$ cat src/rtl/q_update_engine_if.sv
// -----------------------------------------------------------------------------
// q_update_engine_if
// Bundles the request handshake from the policy stage and the Q-table RAM bus
// of the TD update engine.
//   Request side : start, state, action (one-hot), next_state, reward, gamma
//   Status side  : busy, done, err
//   RAM side     : mem_addr, mem_rd_en, mem_rd_data, mem_wr_en, mem_wr_data
// Modports:
//   slave  - the update engine (consumes requests, masters the RAM bus)
//   master - the environment (policy stage + Q-table RAM)
// -----------------------------------------------------------------------------
interface q_update_engine_if #(
  parameter int STATE_W = 4
);
  logic                start;
  logic [STATE_W-1:0]  state;
  logic [3:0]          action;
  logic [STATE_W-1:0]  next_state;
  logic signed [15:0]  reward;
  logic [15:0]         gamma;
  logic                busy;
  logic                done;
  logic                err;
  logic [STATE_W-1:0]  mem_addr;
  logic                mem_rd_en;
  logic [63:0]         mem_rd_data;
  logic                mem_wr_en;
  logic [63:0]         mem_wr_data;

  modport slave (
    input  start, state, action, next_state, reward, gamma, mem_rd_data,
    output busy, done, err, mem_addr, mem_rd_en, mem_wr_en, mem_wr_data
  );

  modport master (
    output start, state, action, next_state, reward, gamma, mem_rd_data,
    input  busy, done, err, mem_addr, mem_rd_en, mem_wr_en, mem_wr_data
  );
endinterface

$ cat src/rtl/q_update_engine.sv
// -----------------------------------------------------------------------------
// q_update_engine
// Temporal-difference update of one Q-table row per request:
//   Q(s,a) <= Q(s,a) + (r + gamma*max Q(s',.) - Q(s,a)) >>> ALPHA_SHIFT
// Sequence: IDLE (accept) -> RD_NEXT (read s') -> RD_CUR (read s, take max of
// s' row) -> CALC (s row on the bus, compute new lane) -> WRITE (write, done).
// Ports:
//   clk    - rising-edge clock
//   rst_n  - asynchronous active-low reset; aborts any update in flight
//   bus    - q_update_engine_if.slave (request, status and Q-table RAM bus)
// Parameters:
//   STATE_W     - state index width (Q-table depth 2**STATE_W)
//   ALPHA_SHIFT - learning rate 2**-ALPHA_SHIFT, 0..8
// Build option:
//   QUPD_SAT_EN - when defined the new lane value saturates to 16-bit signed;
//                 otherwise it wraps (keeps the low 16 bits).
// -----------------------------------------------------------------------------
module q_update_engine #(
  parameter int STATE_W     = 4,
  parameter int ALPHA_SHIFT = 2
) (
  input  logic              clk,
  input  logic              rst_n,
  q_update_engine_if.slave  bus
);

  typedef enum logic [2:0] {
    IDLE    = 3'd0,
    RD_NEXT = 3'd1,
    RD_CUR  = 3'd2,
    CALC    = 3'd3,
    WRITE   = 3'd4
  } fsm_t;

  fsm_t                st_q, st_d;
  logic [STATE_W-1:0]  s_q, s_d;
  logic [3:0]          act_q, act_d;
  logic signed [15:0]  rew_q, rew_d;
  logic [15:0]         gam_q, gam_d;
  logic signed [15:0]  max_q_q, max_q_d;
  logic                busy_q, busy_d;
  logic                done_q, done_d;
  logic                err_q, err_d;
  logic                rd_en_q, rd_en_d;
  logic                wr_en_q, wr_en_d;
  logic [STATE_W-1:0]  addr_q, addr_d;
  logic [63:0]         wr_data_q, wr_data_d;

  // ---------------------------------------------------------------------------
  // Datapath
  // ---------------------------------------------------------------------------
  logic signed [15:0] rd_lane [4];
  logic [63:0]        new_row;

  for (genvar gi = 0; gi < 4; gi++) begin : g_lane
    assign rd_lane[gi] = $signed(bus.mem_rd_data[16*gi +: 16]);
  end

  // Signed max over the s' row; only the value matters, not which lane won.
  logic signed [15:0] max01, max23, row_max;
  assign max01   = (rd_lane[0] > rd_lane[1]) ? rd_lane[0] : rd_lane[1];
  assign max23   = (rd_lane[2] > rd_lane[3]) ? rd_lane[2] : rd_lane[3];
  assign row_max = (max01 > max23) ? max01 : max23;

  // The captured action is one-hot, so OR-ing its bit pairs yields the lane.
  logic [1:0]         lane_sel;
  logic signed [15:0] q_sa;
  assign lane_sel = {act_q[3] | act_q[2], act_q[3] | act_q[1]};
  assign q_sa     = rd_lane[lane_sel];

  // gamma is unsigned Q0.16: prefix a zero so the signed product is correct.
  // The arithmetic shift floors; the result always fits in 17 bits.
  logic signed [32:0] prod;
  logic signed [16:0] gmax;
  logic signed [17:0] td;
  logic signed [17:0] delta;
  logic signed [18:0] q_new;
  logic signed [15:0] q_new_16;

  assign prod  = max_q_q * $signed({1'b0, gam_q});
  assign gmax  = 17'(prod >>> 16);
  assign td    = 18'(rew_q) + 18'(gmax) - 18'(q_sa);
  assign delta = td >>> ALPHA_SHIFT;
  assign q_new = 19'(q_sa) + 19'(delta);

`ifdef QUPD_SAT_EN
  // Clamp to the 16-bit signed range: bits [18:15] must all agree to fit.
  always_comb begin
    if (!q_new[18] && (q_new[17:15] != 3'b000)) begin
      q_new_16 = 16'sh7FFF;
    end else if (q_new[18] && (q_new[17:15] != 3'b111)) begin
      q_new_16 = 16'sh8000;
    end else begin
      q_new_16 = 16'(q_new);
    end
  end
`else
  // Two's-complement wrap: keep the low 16 bits.
  assign q_new_16 = 16'(q_new);
`endif

  // Only the selected lane is replaced; the rest of the s row passes through.
  for (genvar gi = 0; gi < 4; gi++) begin : g_merge
    assign new_row[16*gi +: 16] = act_q[gi] ? q_new_16 : bus.mem_rd_data[16*gi +: 16];
  end

  // ---------------------------------------------------------------------------
  // Next-state / next-output logic
  // ---------------------------------------------------------------------------
  always_comb begin
    st_d      = st_q;
    s_d       = s_q;
    act_d     = act_q;
    rew_d     = rew_q;
    gam_d     = gam_q;
    max_q_d   = max_q_q;
    busy_d    = busy_q;
    addr_d    = addr_q;
    wr_data_d = wr_data_q;
    // Strobes and status pulses last one cycle unless re-asserted below.
    done_d    = 1'b0;
    err_d     = 1'b0;
    rd_en_d   = 1'b0;
    wr_en_d   = 1'b0;

    unique case (st_q)
      IDLE: begin
        if (bus.start) begin
          s_d   = bus.state;
          act_d = bus.action;
          rew_d = bus.reward;
          gam_d = bus.gamma;
          if ($onehot(bus.action)) begin
            st_d    = RD_NEXT;
            busy_d  = 1'b1;
            rd_en_d = 1'b1;
            addr_d  = bus.next_state;
          end else begin
            err_d = 1'b1;
          end
        end
      end
      RD_NEXT: begin
        st_d    = RD_CUR;
        rd_en_d = 1'b1;
        addr_d  = s_q;
      end
      RD_CUR: begin
        // s' row is on the bus now.
        max_q_d = row_max;
        st_d    = CALC;
      end
      CALC: begin
        // s row is on the bus now; the merged row is registered for the write.
        wr_data_d = new_row;
        wr_en_d   = 1'b1;
        done_d    = 1'b1;
        addr_d    = s_q;
        st_d      = WRITE;
      end
      WRITE: begin
        busy_d = 1'b0;
        st_d   = IDLE;
      end
      default: begin
        busy_d = 1'b0;
        st_d   = IDLE;
      end
    endcase
  end

  // ---------------------------------------------------------------------------
  // State and registered outputs
  // ---------------------------------------------------------------------------
  always_ff @(posedge clk or negedge rst_n) begin
    if (!rst_n) begin
      st_q      <= IDLE;
      s_q       <= '0;
      act_q     <= '0;
      rew_q     <= '0;
      gam_q     <= '0;
      max_q_q   <= '0;
      busy_q    <= 1'b0;
      done_q    <= 1'b0;
      err_q     <= 1'b0;
      rd_en_q   <= 1'b0;
      wr_en_q   <= 1'b0;
      addr_q    <= '0;
      wr_data_q <= '0;
    end else begin
      st_q      <= st_d;
      s_q       <= s_d;
      act_q     <= act_d;
      rew_q     <= rew_d;
      gam_q     <= gam_d;
      max_q_q   <= max_q_d;
      busy_q    <= busy_d;
      done_q    <= done_d;
      err_q     <= err_d;
      rd_en_q   <= rd_en_d;
      wr_en_q   <= wr_en_d;
      addr_q    <= addr_d;
      wr_data_q <= wr_data_d;
    end
  end

  assign bus.busy        = busy_q;
  assign bus.done        = done_q;
  assign bus.err         = err_q;
  assign bus.mem_addr    = addr_q;
  assign bus.mem_rd_en   = rd_en_q;
  assign bus.mem_wr_en   = wr_en_q;
  assign bus.mem_wr_data = wr_data_q;

endmodule

$ cat src/flat_wrapper.sv
// flat-port wrapper written by rule: the top's interface ports become plain ports
module q_update_engine_flat 
#(
  parameter int STATE_W     = 4,
  parameter int ALPHA_SHIFT = 2
)
  (clk, rst_n, bus_start, bus_state, bus_action, bus_next_state, bus_reward, bus_gamma, bus_mem_rd_data, bus_busy, bus_done, bus_err, bus_mem_addr, bus_mem_rd_en, bus_mem_wr_en, bus_mem_wr_data);
  q_update_engine_if #(.STATE_W(STATE_W)) bus_i ();
  input  logic clk;
  input  logic rst_n;
  input wire logic [$bits(bus_i.start)-1:0] bus_start;
  input wire logic [$bits(bus_i.state)-1:0] bus_state;
  input wire logic [$bits(bus_i.action)-1:0] bus_action;
  input wire logic [$bits(bus_i.next_state)-1:0] bus_next_state;
  input wire logic [$bits(bus_i.reward)-1:0] bus_reward;
  input wire logic [$bits(bus_i.gamma)-1:0] bus_gamma;
  input wire logic [$bits(bus_i.mem_rd_data)-1:0] bus_mem_rd_data;
  output wire logic [$bits(bus_i.busy)-1:0] bus_busy;
  output wire logic [$bits(bus_i.done)-1:0] bus_done;
  output wire logic [$bits(bus_i.err)-1:0] bus_err;
  output wire logic [$bits(bus_i.mem_addr)-1:0] bus_mem_addr;
  output wire logic [$bits(bus_i.mem_rd_en)-1:0] bus_mem_rd_en;
  output wire logic [$bits(bus_i.mem_wr_en)-1:0] bus_mem_wr_en;
  output wire logic [$bits(bus_i.mem_wr_data)-1:0] bus_mem_wr_data;
  assign bus_i.start = bus_start;
  assign bus_i.state = bus_state;
  assign bus_i.action = bus_action;
  assign bus_i.next_state = bus_next_state;
  assign bus_i.reward = bus_reward;
  assign bus_i.gamma = bus_gamma;
  assign bus_i.mem_rd_data = bus_mem_rd_data;
  assign bus_busy = bus_i.busy;
  assign bus_done = bus_i.done;
  assign bus_err = bus_i.err;
  assign bus_mem_addr = bus_i.mem_addr;
  assign bus_mem_rd_en = bus_i.mem_rd_en;
  assign bus_mem_wr_en = bus_i.mem_wr_en;
  assign bus_mem_wr_data = bus_i.mem_wr_data;
  q_update_engine #(.STATE_W(STATE_W), .ALPHA_SHIFT(ALPHA_SHIFT)) u_core (.clk(clk), .rst_n(rst_n), .bus(bus_i));
endmodule
$ cat config.mk
export PLATFORM = sky130hd
export DESIGN_NAME = q_update_engine_flat
export DESIGN_NICKNAME = d
export VERILOG_FILES = /design/src/rtl/q_update_engine_if.sv /design/src/rtl/q_update_engine.sv /design/src/flat_wrapper.sv
export SDC_FILE = /design/constraint.sdc
export NUM_CORES = 1
export LEC_CHECK = 0
export ABC_CLOCK_PERIOD_IN_PS = 18200
export CAP_MARGIN = 40
export CORE_MARGIN = 2
export CORE_UTILIZATION = 41
export DETAILED_ROUTE_END_ITERATION = 8
export PLACE_DENSITY_LB_ADDON = 0.2
export SYNTH_ARGS = -nofsm -noshare
export SYNTH_HDL_FRONTEND = slang
export SYNTH_SLANG_ARGS = --single-unit
$ cat constraint.sdc
create_clock -name clk -period 18.2 [get_ports clk]
set_input_delay 1.82 -clock clk [delete_from_list [all_inputs] [get_ports clk]]
set_output_delay 1.82 -clock clk [all_outputs]
set_load 0.01 [all_outputs]
==> results.md <==
* Area grow syn2layout at 17.51%
* Post-CTS setup buffer count at 0
* HP Class: flip-flop to flip-flop
* # fillers at 4074
* Worst Setup SP: u_core.max_q_q[8]
* Critical R2R Launch: u_core.max_q_q[8]
* Vias in the first global route at 15.03k
* Worst slew margin relative to its limit at 0.4394
* Post-DP Area at 0.02022 mm2
* CTS Root Cell: clkbuf_16
* Non-filler instance count after layout at 2705
* Initial core utilization at 0.4133
* Top cells by area, synth: fa_1 (24%), dfrtp_1 (18%), ha_1 (14%)
* Resize count post-CTS at 0
* Worst endpoint required time at 18.52 ns
* Vias/cell at 5.252
* Dominant synthesized flop cell: dfrtp_1
* Top Ports at 184
* Worst hold start: u_core.bus.mem_wr_data[5]
* Seq cells post-synth at 131
* Final Hold Viols at 0
* Chip width at 211.9 um
* GRT Residual Overflow at 0
* Fraction of layout cells with a size suffix above 1 at 0.05012
* Drt drc at 0
* Die Area at 0.04491 mm2
* Drt wl/cell at 19.04 um
* Worst-path clk slew at 0.06 ns
* Layout Nets at 2628
* Final setup violation count at 0
* Synth Cell Area at 0.01772 mm2
* Post-layout instance area at 0.02083 mm2
* Yosys warns at 0
* Slowest CP cell: dfrtp_1
* # Max-Cap Violations at 0
* Most frequent CP cell: fa_1
* Clock buffer depth at 2
* Port bufs at 183
* Netlist cell types at 61
* Iteration-0 DRC Markers at 870
* Post-synth top area share at 0.2383
* DP HPWL at 41110 um
* CTS buffer count at 17
* Fin crit share at 0.5905
* Synth cell count leaders: inv_1 (352), nand2_1 (242), fa_1 (211)
* Core area at 0.04289 mm2
* Startpoint type of the worst setup path: flip-flop
* Final setup TNS at 0 ns
* Post-synth ARST share at 1.000
* Die Span Y at 211.9 um
* Worst Path Arrival at 11.07 ns
* # clock sinks at 131
* Placed Instances at 2670
* Utilization after layout at 0.4856
* Status: finished clean
* Total track usage at 0.2429
* Hold_buf cts at 0
* RSZ-0062 raised after global routing: false
* Number of synthesized flops with an enable pin at 0
* Worst path max stage delay at 0.84 ns
* # rows at 76
* Largest net degree at the start of global routing at 74
* Fmax at 0.09304 GHz
* H-tree Lvls at 4
* Routed wire length at 51500 um
* Cells after Synth at 1963
* Syn Area/Cell at 9.029 um2
* First-pass GRT wire length at 82840 um
* Final ANT Viol Nets at 0
* Synth Net Count at 2487
* Final Max Tran Viols at 0
* Placer Congestion at 0.9003
* Post-synth top area cell: fa_1
* Final min period at 10.75 ns
* Worst Skew at 0.02091 ns
* Crit Path Category: flip-flop to flip-flop
* Buffers & Inverters on Critical Path at 7
* Sequential share of the synthesized area at 0.1849
* Critical path capture point type: flip-flop
* CP top delay family: adder cells
* Initial antenna violation count at 5
* CP max FO at 17
* Vias post-DR at 14.21k
* Worst Tran Pin Value at 0.8390 ns
* CTS tree: yes
* Clock Latency Late Sink at 0.45 ns
* TritonRoute pass-1 iters at 6
* Top-count cell post-synth: inv_1
[layer usage]
layer | up-vias | GRT usage | share of wire
met5 | - | 0 | 0
met4 | 0 | 0.08208 | 0.029
met3 | 84 | 0.04614 | 0.059
met2 | 438 | 0.3974 | 0.47
met1 | 7025 | 0.3227 | 0.44
li1 | 6661 | - | -
[logic make-up (layout without fill, tap and decap cells)]
group | count (synthesis) | count (layout) | share of synthesized area
fa+ha+maj | 413 | 413 | 0.3809
flops | 131 | 131 | 0.1849
simple gates | 527 | 527 | 0.1437
other cells | 0 | 5 | 0
buf+inv | 437 | 589 | 0.09283
compound gates | 283 | 283 | 0.1005
xor+xnor | 42 | 42 | 0.02075
mux | 130 | 130 | 0.07631
[metrics by stage]
step / hold slack (ns) / setup WS, ns
global route: 0.5061 / 6.937
global placement: 0.4584 / 7.375
finish: 0.4768 / 7.452
floorplan: 0.4460 / 8.696
CTS: 0.4733 / 7.482
detailed placement: 0.4640 / 7.559
[state kept, by name (all words and copies together) (netlist names)]
signal / count
u_core.bus.done: 1
u_core.bus.err: 1
u_core.st_q: 3
u_core.max_q_q: 16
u_core.bus.mem_rd_en: 1
u_core.s_q: 4
u_core.bus.mem_wr_data: 64
u_core.act_q: 4
u_core.rew_q: 16
u_core.gam_q: 16
u_core.bus.mem_addr: 4
u_core.bus.busy: 1
[worst reg2reg max path, delay by kind of cell, from the launching register on]
family                     cells  cell delay [ns]
and+or+nand+nor                6             0.86
DFF                            1             0.84
buffers and inverters          7             0.65
xor gates and xnor gates       3             0.80
AOI/OAI and AO/OA             13             3.07
adders and majority gates     10             4.43
[cell usage in the layout (no fill, tap or decap), types with 35 or more instances in the layout]
cell,count
mux2i_1,89
nor2_1,52
nand4_1,35
nand2_1,241
fa_1,211
dfrtp_1,130
o21ai_0,92
and2_1,107
mux2_2,41
inv_1,352
a21oi_1,68
ha_1,202
clkdlybuf4s50_1,182
[final cells by class]
class                   count  area [um2]  share of cell area
clock buffers              22       464.2             0.02229
clock inverters             8       127.6            0.006128
multi-input cells        1395       12830              0.6162
inverters                 354        1329             0.06380
repair buffers            205        2049             0.09840
flip-flops and latches    131        3279              0.1575
well taps                 585       732.0             0.03514
diodes                      5       12.51           0.0006007
[final timing paths]
path                                               to  slack (ns)  depth (start not counted)
setup / recovery           u_core.bus.mem_wr_data[31]        7.45                         39
hold / removal              u_core.bus.mem_wr_data[5]        0.48                          2
setup reg to reg           u_core.bus.mem_wr_data[31]        7.45                         39
hold reg to reg             u_core.bus.mem_wr_data[5]        0.48                          2
max in group asynchronous             u_core.gam_q[5]       15.78                          3
min in group asynchronous   u_core.bus.mem_wr_data[5]        1.34                          1
Power is not shown: default switching activity piles up to over one toggle a cycle in this logic, so the estimate is an artifact.
